**config.mk**
```make
export PLATFORM = sky130hd
export DESIGN_NAME = exhaustive_vector_sequencer
export DESIGN_NICKNAME = d
export VERILOG_FILES = /design/src/rtl/exhaustive_vector_sequencer_pkg.sv /design/src/rtl/exhaustive_vector_sequencer_vec_gray_encode.sv /design/src/rtl/exhaustive_vector_sequencer.sv
export SDC_FILE = /design/constraint.sdc
export NUM_CORES = 1
export LEC_CHECK = 0
export ABC_AREA = 0
export CAP_MARGIN = 0
export CORE_AREA = 2 2 52 54
export DETAILED_ROUTE_END_ITERATION = 8
export DIE_AREA = 0 0 54 56
export PLACE_DENSITY = 0.56
export REMOVE_ABC_BUFFERS = 1
export SKIP_LAST_GASP = 1
export SLEW_MARGIN = 20
export SYNTH_ARGS = -nofsm -noshare
export SYNTH_HDL_FRONTEND = slang
export SYNTH_SLANG_ARGS = --single-unit
```
**constraint.sdc**
```tcl
create_clock -name clk -period 1.75 [get_ports clk]
set_clock_uncertainty 0.2 [all_clocks]
set_input_delay 0.4375 -clock clk [delete_from_list [all_inputs] [get_ports clk]]
set_output_delay 0.4375 -clock clk [all_outputs]
set_load 0.03 [all_outputs]
```
**src/rtl/exhaustive_vector_sequencer_pkg.sv**
```systemverilog
// exhaustive_vector_sequencer_pkg: state encoding and settle-counter sizing
// shared by the exhaustive vector sequencer and its helpers.
package exhaustive_vector_sequencer_pkg;

    typedef enum logic [1:0] {
        ST_IDLE   = 2'd0,
        ST_APPLY  = 2'd1,
        ST_SAMPLE = 2'd2,
        ST_DONE   = 2'd3
    } state_e;

    function automatic int cnt_width(input int hold);
        return $clog2(hold) + 1;
    endfunction

endpackage

```
**src/rtl/exhaustive_vector_sequencer_vec_gray_encode.sv**
```systemverilog
// vec_gray_encode: combinational binary-to-Gray converter of width W.
module vec_gray_encode #(
    parameter int W = 3
) (
    input  logic [W-1:0] bin_i,
    output logic [W-1:0] gray_o
);

    assign gray_o = bin_i ^ (bin_i >> 1);

endmodule

```
**src/rtl/exhaustive_vector_sequencer.sv**
```systemverilog
// exhaustive_vector_sequencer: walks all 2^IN_W input vectors, holds each for
// HOLD_CYCLES, compares DUT against reference once per vector and logs errors.
module exhaustive_vector_sequencer
    import exhaustive_vector_sequencer_pkg::*;
#(
    parameter int IN_W        = 3,
    parameter int OUT_W       = 2,
    parameter int HOLD_CYCLES = 1,
    parameter int GRAY        = 0
) (
    input  logic             clk,
    input  logic             rst,
    input  logic             start,
    input  logic             abort,
    input  logic [OUT_W-1:0] dut_out,
    input  logic [OUT_W-1:0] exp_out,
    output logic [IN_W-1:0]  vec_out,
    output logic             busy,
    output logic             sample_strobe,
    output logic             done,
    output logic [IN_W:0]    err_count,
    output logic [IN_W-1:0]  first_err_vec,
    output logic             first_err_valid
);

    localparam int CNT_W = cnt_width(HOLD_CYCLES);
    localparam logic [CNT_W-1:0] CNT_LOAD = CNT_W'(HOLD_CYCLES - 1);
    localparam logic [CNT_W-1:0] CNT_ONE  = 1;
    localparam logic [IN_W-1:0]  IDX_ONE  = 1;
    localparam logic [IN_W:0]    ERR_ONE  = 1;

    state_e           state_q, state_d;
    logic [IN_W-1:0]  idx_q, idx_d;
    logic [IN_W-1:0]  vec_q, vec_d;
    logic [CNT_W-1:0] cnt_q, cnt_d;
    logic [IN_W:0]    err_q, err_d;
    logic [IN_W-1:0]  fev_q, fev_d;
    logic             fevv_q, fevv_d;
    logic [IN_W-1:0]  idx_inc, idx_gray, vec_nxt;

    assign idx_inc = idx_q + IDX_ONE;
    assign vec_nxt = (GRAY != 0) ? idx_gray : idx_inc;

    vec_gray_encode #(.W(IN_W)) u_gray (
        .bin_i  (idx_inc),
        .gray_o (idx_gray)
    );

    always_ff @(posedge clk) begin
        if (rst) begin
            state_q <= ST_IDLE;
            idx_q   <= '0;
            vec_q   <= '0;
            cnt_q   <= '0;
            err_q   <= '0;
            fev_q   <= '0;
            fevv_q  <= 1'b0;
        end else begin
            state_q <= state_d;
            idx_q   <= idx_d;
            vec_q   <= vec_d;
            cnt_q   <= cnt_d;
            err_q   <= err_d;
            fev_q   <= fev_d;
            fevv_q  <= fevv_d;
        end
    end

    always_comb begin
        state_d = state_q;
        idx_d   = idx_q;
        vec_d   = vec_q;
        cnt_d   = cnt_q;
        err_d   = err_q;
        fev_d   = fev_q;
        fevv_d  = fevv_q;
        case (state_q)
            ST_IDLE, ST_DONE: begin
                if (start) begin
                    state_d = ST_APPLY;
                    idx_d   = '0;
                    vec_d   = '0;
                    cnt_d   = CNT_LOAD;
                    err_d   = '0;
                    fev_d   = '0;
                    fevv_d  = 1'b0;
                end
            end
            ST_APPLY: begin
                if (abort) begin
                    state_d = ST_IDLE;
                    idx_d   = '0;
                    vec_d   = '0;
                end else if (cnt_q == '0) begin
                    state_d = ST_SAMPLE;
                end else begin
                    cnt_d = cnt_q - CNT_ONE;
                end
            end
            default: begin
                if (abort) begin
                    state_d = ST_IDLE;
                    idx_d   = '0;
                    vec_d   = '0;
                end else begin
                    if (dut_out != exp_out) begin
                        err_d = err_q + ERR_ONE;
                        // only the first mismatch of a run is captured
                        fev_d  = fevv_q ? fev_q : vec_q;
                        fevv_d = 1'b1;
                    end
                    if (&idx_q) begin
                        state_d = ST_DONE;
                    end else begin
                        state_d = ST_APPLY;
                        idx_d   = idx_inc;
                        vec_d   = vec_nxt;
                        cnt_d   = CNT_LOAD;
                    end
                end
            end
        endcase
    end

    assign vec_out         = vec_q;
    assign busy            = (state_q == ST_APPLY) || (state_q == ST_SAMPLE);
    assign sample_strobe   = (state_q == ST_SAMPLE);
    assign done            = (state_q == ST_DONE);
    assign err_count       = err_q;
    assign first_err_vec   = fev_q;
    assign first_err_valid = fevv_q;

endmodule

```
==> results.py <==
metrics = {
    "status": {
        "status": "complete, but fails checks",
        "failed_checks": "negative setup slack",
    },
    "synthesis": {
        "syn_inst": 78,
        "synth_top_cell_area_share": 0.373,
        "synth_flop_cell": "dfxtp_1",
        "synth_area_sq_um": 697,
        "yosysSeqAreaShare": 0.373,
        "synth_cell_type_count": 29,
        "yosys_warnings": 0,
        "synth_fa_ha_area_frac": 0.108,
        "ys_top_cells_by_count": "13 x dfxtp_1, 11 x a21oi_1, 6 x ha_1",
        "synth-xor-area-share": 0.0251,
        "yosysTopAreaCell": "dfxtp_1",
        "synth_edf_count": 0,
        "synth.avg_cell_area_sq_um": 8.93,
        "ys_ff_latch": 13,
        "synth.most_common_cell": "dfxtp_1",
        "synthArstFlopShare": 0,
        "synth.area.mux_share": 0.0144,
        "synth_top_family_by_area": "simple AND/OR/NAND/NOR gates",
        "synth-compound-area-share": 0.199,
        "synth-simple-area-share": 0.224,
        "ys_top_cells_by_area": "dfxtp_1 37%, ha_1 11%, a21oi_1 7.9%",
    },
    "clocking": {
        "cts_tree": "done",
        "cts_root_buf": "clkbuf_4",
        "clk_path_buf_depth": 2,
        "cts_buffers": 3,
        "insertion_delay_ns": 0.28,
        "cts_sinks": 13,
        "htreeDepth": 1,
        "clkSlewWorstSetupHoldPaths_ns": 0.07,
    },
    "layout": {
        "nets": 138,
        "utilization": 0.512,
        "final_cell_area_sq_mm": 0.00124,
        "area_growth_syn_to_layout_pct": 78.6,
        "n_antenna_cell": 0,
        "finalNonFillerCells": 153,
        "final_layout_size_suffix_gt1_frac": 0.480,
    },
    "global_routing": {
        "grt_most_used_layer": "met2",
        "antenna_found_initial": 0,
        "met3_usage": 0.0484,
        "grt_pass1_wl_um": 3260,
        "gr-usage-met2": 0.237,
        "grt-ovfl-total": 0,
        "grt.total_usage": 0.142,
        "grt_pass1_vias": 767,
        "grt_use_met1": 0.164,
        "grt_max_degree": 10,
    },
    "placement": {
        "io_buffer_count": 21,
        "dp_hpwl_um": 1330,
        "placed_cell_area_sq_mm": 0.00105,
        "place_congestion": 0.775,
        "dp_cells": 145,
    },
    "timing": {
        "setup_violations": 8,
        "hold_violations": 0,
        "tightest_slew_ns": 0.299,
        "rsz0062_at_grt": "yes",
        "fin_crit_sh": 1.08,
        "drv_slew": 0,
        "setup_ws_ns": -0.141,
        "max-slew-margin-rel": 0.802,
        "hold_slack_ns": 0.293,
        "layout_min_cycle_time_ns": 1.89,
        "max_freq_ghz": 0.529,
    },
    "worst_setup_path": {
        "worst-path-max-fanout": 6,
        "cpPeakStageDelay_ns": 0.47,
        "cp.required_ns": 1.75,
        "cp_slowest_cell": "clkdlybuf4s50_1",
        "crit_chain": "clkdlybuf4s50_1 -> xor2_1 -> o21ai_4 -> or4_1 -> a31oi_1",
        "end_kind": "register",
        "crit_type": "in2reg",
        "startpoint_type": "primary input",
        "crit_arrival_ns": 1.89,
    },
    "pwr": {
        "ir_drop_uv": 421,
        "leakage_nw": 0.521,
        "power.density_mw_per_mm2": 684,
        "clkPwrFrac": 0.216,
        "power.internal_mw": 0.576,
        "power_mw": 0.851,
        "p_switching_mw": 0.276,
        "swShare": 0.324,
        "power_frac_seq": 0.377,
        "p_comb_frac": 0.406,
    },
    "floorplanning": {
        "die_y_um": 56,
        "ios": 22,
        "dieWidth_um": 54,
        "core_sq_mm": 0.00243,
        "fp.dieArea_sq_mm": 0.00302,
        "num_rows": 18,
        "start_util": 0.287,
    },
    "drt": {
        "initialDrtViolationCount": 5,
        "drc_errors": 0,
        "wl_um": 1880,
        "wl_per_cell_um": 12.3,
        "viasPerCell": 4.99,
        "drt-pass1-iter-count": 3,
        "via_count": 764,
        "antenna_left": 0,
    },
    "run": {
        "max_cap_violations": 0,
    },
    "hold_path": {
        "hp-class": "reg2reg",
    },
}
-- routing by layer --
| metal | vias up | share of wire |
|---|---|---|
| li1 | 373 | - |
| met4 | 0 | 0.021 |
| met3 | 6 | 0.048 |
| met2 | 16 | 0.52 |
| met1 | 369 | 0.41 |
| met5 | - | 0 |
-- metrics by stage --
stage	TNS, ns	setup WS (ns)
after global routing	-1.19	-0.201
final	-0.593	-0.141
after detailed placement	-3.58	-0.410
after global placement	-3.21	-0.358
after CTS	-0.628	-0.188
after floorplan	-0.542	-0.162
-- cells by family (layout without fill, tap and decap cells) --
group                    after synthesis  in the layout
buffers and inverters                  8             53
adder cells (fa/ha/maj)                6              6
flip-flops                            13             13
AO/OA/AOI/OAI                         23             23
XOR/XNOR                               2              2
multiplexers                           1              1
AND/OR/NAND/NOR                       25             25
-- final cells by class --
type                            instances  area, sq um
Inverter                                5         18.8
Fill cell                             246         1190
Multi-Input combinational cell         57          505
Sequential cell                        13          267
Tap cell                               30         37.5
Timing Repair Buffer                   44          390
Clock buffer                            4         26.3
-- timing repair --
action,4_1_cts,5_1_grt
resized for setup,29,23
hold buffers,0,0
buffers inserted,6,2
pin swaps,7,7
endpoints found under the setup margin,21,17
-- worst max-delay path: cells and delay by family --
family,cells,cell delay [ns]
buf+inv,1,0.47
simple gates,1,0.47
compound gates,2,0.29
xor+xnor,1,0.23
-- final timing paths --
kind / start / cells after the start / to / slack (ns)
max: dut_out[0] / 5 / err_count[3]$_SDFFE_PP0P_ / -0.14
max reg2reg: state_q[1]$_SDFFE_PP0P_ / 5 / err_count[3]$_SDFFE_PP0P_ / -0.14
min reg2reg: first_err_vec[2]$_SDFFE_PP0P_ / 2 / first_err_vec[2]$_SDFFE_PP0P_ / 0.29
min: first_err_vec[2]$_SDFFE_PP0P_ / 2 / first_err_vec[2]$_SDFFE_PP0P_ / 0.29
-- cells in the final DEF, fill, tap and decap left out, drive strengths merged --
cell type,netlist,final
buf,2,28
dfxtp,13,13
a21oi,12,12
dlygate4sd2,0,7
clkdlybuf4s50,0,6
ha,6,6
nand3,5,5
inv,5,5
o211ai,4,4
nand2,4,4
clkbuf,1,4
o21ai,4,4
or3b,3,3
or3,3,3
clkdlybuf4s15,0,2
xor2,2,2
nor3,2,2
nor2b,2,2
nand4b,1,1
o31ai,1,1
nand3b,1,1
nand2b,1,1
or4b,1,1
mux2i,1,1
nor2,1,1
a211oi,1,1
or4,1,1
a31oi,1,1
dlymetal6s2s,0,1
-- state kept, by name (all words and copies together), names as in the netlist --
name	count
err_count	4
first_err_vec	3
state_q	2
vec_out	3
first_err_valid	1
-- power groups by stage --
stage,Combinational (mW),Sequential [mW],Clock (mW)
floorplan,0.108,0.337,0
global placement,0.255,0.325,0
detailed placement,0.260,0.325,0
CTS,0.319,0.321,0.191
global route,0.375,0.323,0.205
finish,0.346,0.321,0.184
(Power assumes the default switching activity.)
